`config.mk`:
```
export PLATFORM = sky130hd
export DESIGN_NAME = phys_free_list
export DESIGN_NICKNAME = d
export VERILOG_FILES = /design/src/rtl/phys_free_list_pkg.sv /design/src/rtl/phys_free_list.sv
export SDC_FILE = /design/constraint.sdc
export NUM_CORES = 1
export LEC_CHECK = 0
export BUFFER_PORTS_ARGS = -buffer_cell sky130_fd_sc_hd__buf_4
export CORE_MARGIN = 4
export CORE_UTILIZATION = 55
export CTS_CLUSTER_SIZE = 8
export DETAILED_ROUTE_END_ITERATION = 16
export HOLD_SLACK_MARGIN = 0.05
export PLACE_DENSITY_LB_ADDON = 0.1
export SLEW_MARGIN = 20
export SYNTH_ARGS = -nofsm -noshare
export SYNTH_HDL_FRONTEND = slang
export SYNTH_SLANG_ARGS = --single-unit
```
`constraint.sdc`:
```
create_clock -name clk -period 12.8 [get_ports clk]
set_input_delay 2.56 -clock clk [delete_from_list [all_inputs] [get_ports clk]]
set_output_delay 2.56 -clock clk [all_outputs]
set_load 0.005 [all_outputs]
```
`src/rtl/phys_free_list_pkg.sv`:
```
// Shared core types for the rename stage: free-list geometry and physical tag width.
package rv32i_types;

  localparam int unsigned FREE_LIST_DEPTH      = 32;
  localparam int unsigned FREE_LIST_ADDR_WIDTH = $clog2(FREE_LIST_DEPTH);
  localparam int unsigned PHYS_REG_BITS        = 6;
  localparam int unsigned NUM_ARCH_REGS        = 32;
  localparam int unsigned NUM_FL_CKPT          = 4;

  typedef logic [FREE_LIST_ADDR_WIDTH:0] fl_ptr_t;

endpackage

```
`src/rtl/phys_free_list.sv`:
```
// Physical-register free list: circular FIFO of free pd tags with flush recovery.
// Define FREE_LIST_CKPT_EN to add branch checkpoints of the head pointer.
module phys_free_list
  import rv32i_types::*;
#(
  parameter int unsigned DEPTH      = FREE_LIST_DEPTH,
  parameter int unsigned DATA_WIDTH = PHYS_REG_BITS,
  parameter int unsigned NUM_ARCH   = NUM_ARCH_REGS,
  parameter int unsigned NUM_CKPT   = NUM_FL_CKPT
) (
  input  logic                       clk,
  input  logic                       rst,
  input  logic                       dequeue,
  output logic [DATA_WIDTH-1:0]      pd_out,
  output logic                       empty,
  input  logic                       enqueue,
  input  logic [DATA_WIDTH-1:0]      enq_pd,
  output logic                       full,
  output logic [$clog2(DEPTH):0]     count,
  input  logic                       flush,
`ifdef FREE_LIST_CKPT_EN
  input  logic                       ckpt_save,
  input  logic                       ckpt_restore,
  input  logic [$clog2(NUM_CKPT)-1:0] ckpt_id,
`endif
  output logic                       err
);

  localparam int unsigned AW = $clog2(DEPTH);

  logic [DATA_WIDTH-1:0] mem [DEPTH];
  logic [AW:0]           head, tail;
  logic [AW:0]           head_nxt, tail_nxt, head_inc;
  logic                  restore, push_ok, pop_req, pop_ok;

`ifdef FREE_LIST_CKPT_EN
  logic [AW:0]           ckpt_slot [NUM_CKPT];
`endif

  assign count  = tail - head;
  assign full   = (count == (AW+1)'(DEPTH));
  assign empty  = (count == '0);
  assign pd_out = mem[head[AW-1:0]];

  always_comb begin
    restore = 1'b0;
`ifdef FREE_LIST_CKPT_EN
    restore = ckpt_restore;
`endif
    push_ok  = enqueue & ~full;
    // Flush and restore both overwrite head, so a same-cycle pop is dropped silently.
    pop_req  = dequeue & ~flush & ~restore;
    pop_ok   = pop_req & ~empty;
    head_inc = head + (AW+1)'(pop_ok);
    tail_nxt = tail + (AW+1)'(push_ok);
    head_nxt = head;
    if (flush)
      head_nxt = {~tail_nxt[AW], tail_nxt[AW-1:0]};
`ifdef FREE_LIST_CKPT_EN
    else if (ckpt_restore)
      head_nxt = ckpt_slot[ckpt_id];
`endif
    else if (pop_ok)
      head_nxt = head_inc;
  end

  always_ff @(posedge clk or posedge rst) begin
    if (rst) begin
      head <= '0;
      tail <= {1'b1, {AW{1'b0}}};
      err  <= 1'b0;
    end else begin
      head <= head_nxt;
      tail <= tail_nxt;
      if ((enqueue & full) | (pop_req & empty))
        err <= 1'b1;
    end
  end

  always_ff @(posedge clk or posedge rst) begin
    if (rst) begin
      for (int unsigned i = 0; i < DEPTH; i++)
        mem[i] <= DATA_WIDTH'(NUM_ARCH + i);
    end else if (push_ok) begin
      mem[tail[AW-1:0]] <= enq_pd;
    end
  end

`ifdef FREE_LIST_CKPT_EN
  // Restore reads the slot through head_nxt before the save below overwrites it.
  always_ff @(posedge clk or posedge rst) begin
    if (rst) begin
      for (int unsigned i = 0; i < NUM_CKPT; i++)
        ckpt_slot[i] <= '0;
    end else if (ckpt_save) begin
      ckpt_slot[ckpt_id] <= head_inc;
    end
  end
`endif

endmodule

```
==> impl_metrics.env <==
export IMPL_synthToLayoutAreaGrowth_pct=10.8
export IMPL_hp_class="flop to flop"
export IMPL_switching_share_pct=32.7
export IMPL_cp_startpoint="head[0]$_DFFE_PP0P_"
export IMPL_nets=690
export IMPL_clock_sinks=205
export IMPL_seq_area_frac_synth_pct=49.0
export IMPL_p_per_area_nw_per_um2=276
export IMPL_yosys_area_top_type_share_pct=27.6
export IMPL_hold_viol_final=0
export IMPL_firstDrtPassIters=4
export IMPL_wl_per_cell_um=24.4
export IMPL_cts_hold_buf=0
export IMPL_synth_edff_count=0
export IMPL_fin_util_pct=62.9
export IMPL_clock_fmax_mhz=169
export IMPL_synth_top_area_cell="dfstp_2"
export IMPL_dieArea_um2=21900
export IMPL_rows=50
export IMPL_clock_root_buffer="clkbuf_16"
export IMPL_place_hpwl_um=14600
export IMPL_clock_latency_ps=530
export IMPL_fin_crit_ps=5930
export IMPL_ioPinCount=26
export IMPL_synth_compound_area_share_pct=1.94
export IMPL_slew_headroom_pct=39.0
export IMPL_synth_area_top_cells="dfstp_2, dfrtp_1, mux2_4"
export IMPL_antenna_left=0
export IMPL_synth_flop_cell="dfstp_2"
export IMPL_synthCells=657
export IMPL_yosys_area_share_simple_pct=7.19
export IMPL_cts_tree="done"
export IMPL_rsz0062_at_grt="false"
export IMPL_critical_path_class="flop to output pin"
export IMPL_fp_coreArea_um2=19000
export IMPL_instances_no_fill=952
export IMPL_required_ps=10240
export IMPL_synth_top_family_by_area="multiplexers"
export IMPL_cts_resized=0
export IMPL_io_buffers=25
export IMPL_clockPowerShare_pct=21.2
export IMPL_switchingPower_mw=1.08
export IMPL_grt_overflow=0
export IMPL_cts_max_level=1
export IMPL_syn_area_per_cell_um2=16.4
export IMPL_reg2reg_slack_ps=8300
export IMPL_finClkSkew_ps=16.9
export IMPL_antenna_found_initial=0
export IMPL_antenna_cells=0
export IMPL_peakVddDrop_mv=0.125
export IMPL_fp_dieH_um=148
export IMPL_critPathLaunchType="flop"
export IMPL_cts_setup_buffers=0
export IMPL_drt_iter0_drc=349
export IMPL_drc_errors=0
export IMPL_worstMarginPinSlew_ps=915
export IMPL_totalWireLength_um=23300
export IMPL_grt_pass1_vias=6418
export IMPL_p_seq_share_pct=37.6
export IMPL_async_flop_share_pct=100
export IMPL_clk_pin_slew_ps=50
export IMPL_cp_arrival_ps=3370
export IMPL_yosysUniqueCellTypes=54
export IMPL_crit_path_end_kind="output pin"
export IMPL_cts_made_buffers=29
export IMPL_grt_total_usage_pct=22.1
export IMPL_start_util_pct=56.8
export IMPL_place_inst=897
export IMPL_synth_mux_area_share_pct=37.2
export IMPL_drv_slew=0
export IMPL_syn_cell_area_um2=10800
export IMPL_yosys_area_share_adder_pct=1.23
export IMPL_path_max_fanout=35
export IMPL_r2r_start="head[0]$_DFFE_PP0P_"
export IMPL_drive_gt1_share_pct=57.2
export IMPL_ys_ff_latch=205
export IMPL_fp_dieW_um=148
export IMPL_cts_buffer_depth=3
export IMPL_tns_ps=0
export IMPL_maxCapViolCount=0
export IMPL_num_vias=5717
export IMPL_endpoint="empty"
export IMPL_p_int_mw=2.22
export IMPL_setup_viol=0
export IMPL_finalCritPeriodShare_pct=46.3
export IMPL_p_comb_share_pct=41.2
export IMPL_p_leak_nw=4.90
export IMPL_synthXorXnorAreaFrac_pct=0.907
export IMPL_reg2regPathDepth=15
export IMPL_status="complete, no violations"
export IMPL_viasPerCell=6.01
export IMPL_syn_nets=678
export IMPL_grt_max_degree=137
export IMPL_gp_congestion=0.790
export IMPL_ys_warn_count=0
export IMPL_worst_r2r_endpoint="head[4]$_DFFE_PP0P_"
export IMPL_grt_pass1_wl_um=37900
area by class of cell:
class | instances | area (um2)
well taps | 260 | 325
fillers | 1388 | 7030
flip-flops and latches | 205 | 5280
clock buffers | 52 | 812
repair buffers | 29 | 238
multi-input cells | 394 | 5220
clock inverters | 2 | 13.8
inverters | 10 | 45.0
cell usage after synthesis (all sizes together), types with 3 or more instances:
library cell / n
ha: 9
o21a: 3
nand2: 25
mux4: 60
xor2: 4
nor2: 10
buf: 18
o21ai: 3
nor3: 27
o31a: 3
mux2: 192
or3b: 10
nand3b: 3
mux2i: 3
dfstp: 113
nand3: 8
or2: 4
a21oi: 4
dfrtp: 92
xnor2: 5
inv: 9
clkbuf: 30
power by group through the flow:
stage | sequential (mW) | clock, mW | combinational [mW]
3_5_place_dp | 1.28 | 0 | 1.32
2_1_floorplan | 1.14 | 0 | 1.08
4_1_cts | 1.27 | 0.712 | 1.32
3_3_place_gp | 1.26 | 0 | 1.29
6_report | 1.24 | 0.697 | 1.36
5_1_grt | 1.28 | 0.741 | 1.45
worst min-delay path by stage:
stage	start	end	slack [ps]	depth (start not counted)
after CTS	mem[13]$_DFFE_PP0P_	mem[13]$_DFFE_PP0P_	490	1
after global routing	mem[174]$_DFFE_PP0P_	mem[174]$_DFFE_PP0P_	500	1
after global placement	mem[178]$_DFFE_PP0P_	mem[178]$_DFFE_PP0P_	460	1
after floorplan	mem[150]$_DFFE_PP0P_	mem[150]$_DFFE_PP0P_	450	1
final	mem[171]$_DFFE_PP0P_	mem[171]$_DFFE_PP0P_	480	1
after detailed placement	mem[13]$_DFFE_PP0P_	mem[13]$_DFFE_PP0P_	470	1
metrics by stage:
step	instance area, um2	hold WS, ps	total power, mW	worst slack, ps
floorplan	10800	452	2.22	4830
global placement	11100	462	2.54	7320
detailed placement	11100	474	2.59	7270
CTS	11900	486	3.31	6670
global route	11900	504	3.47	6580
finish	11900	481	3.29	6870
layout by cell type, fill, tap and decap left out, drive strengths merged:
master,n
mux2,192
dfstp,113
dfrtp,92
mux4,60
clkbuf,52
buf,29
nor3,27
nand2,25
nor2,10
or3b,10
inv,10
ha,9
nand3,8
xnor2,5
xor2,4
a21oi,4
or2,4
nand3b,3
o21a,3
o21ai,3
o31a,3
mux2i,3
nor2b,2
and2,2
or3,2
nor4,2
clkinv,2
o41ai,2
o2111a,1
o22a,1
nand2b,1
o2bb2ai,1
a211oi,1
and3,1
a21o,1
and4,1
o21bai,1
a31oi,1
fa,1
critical path, stage by stage (launching register included):
cell and delay [ps]:
dfrtp_4 630, buf_16 270, ha_1 260, fa_1 500
inv_1 70, nor4_2 380, mux2i_4 180, or2_2 320
nor2_1 90, buf_4 110
flip-flops by register name, indices dropped and copies added, names as in the netlist:
| register | count |
|---|---|
| head | 6 |
| mem | 192 |
| err | 1 |
| tail | 6 |
logic make-up after synthesis:
group / Yosys count
multiplexers: 255
flip-flops: 205
AND/OR/NAND/NOR: 98
buffers and inverters: 58
AO/OA/AOI/OAI: 22
adder cells (fa/ha/maj): 10
XOR/XNOR: 9
routing by layer:
metal | vias to the layer above | track usage (%) | part of all wire [%]
li1 | 2474 | - | -
met1 | 3078 | 32.7 | 47
met2 | 129 | 35.6 | 47
met3 | 36 | 3.03 | 4.4
met4 | 0 | 4.67 | 1.9
met5 | - | 0 | 0
(Power assumes the default switching activity.)
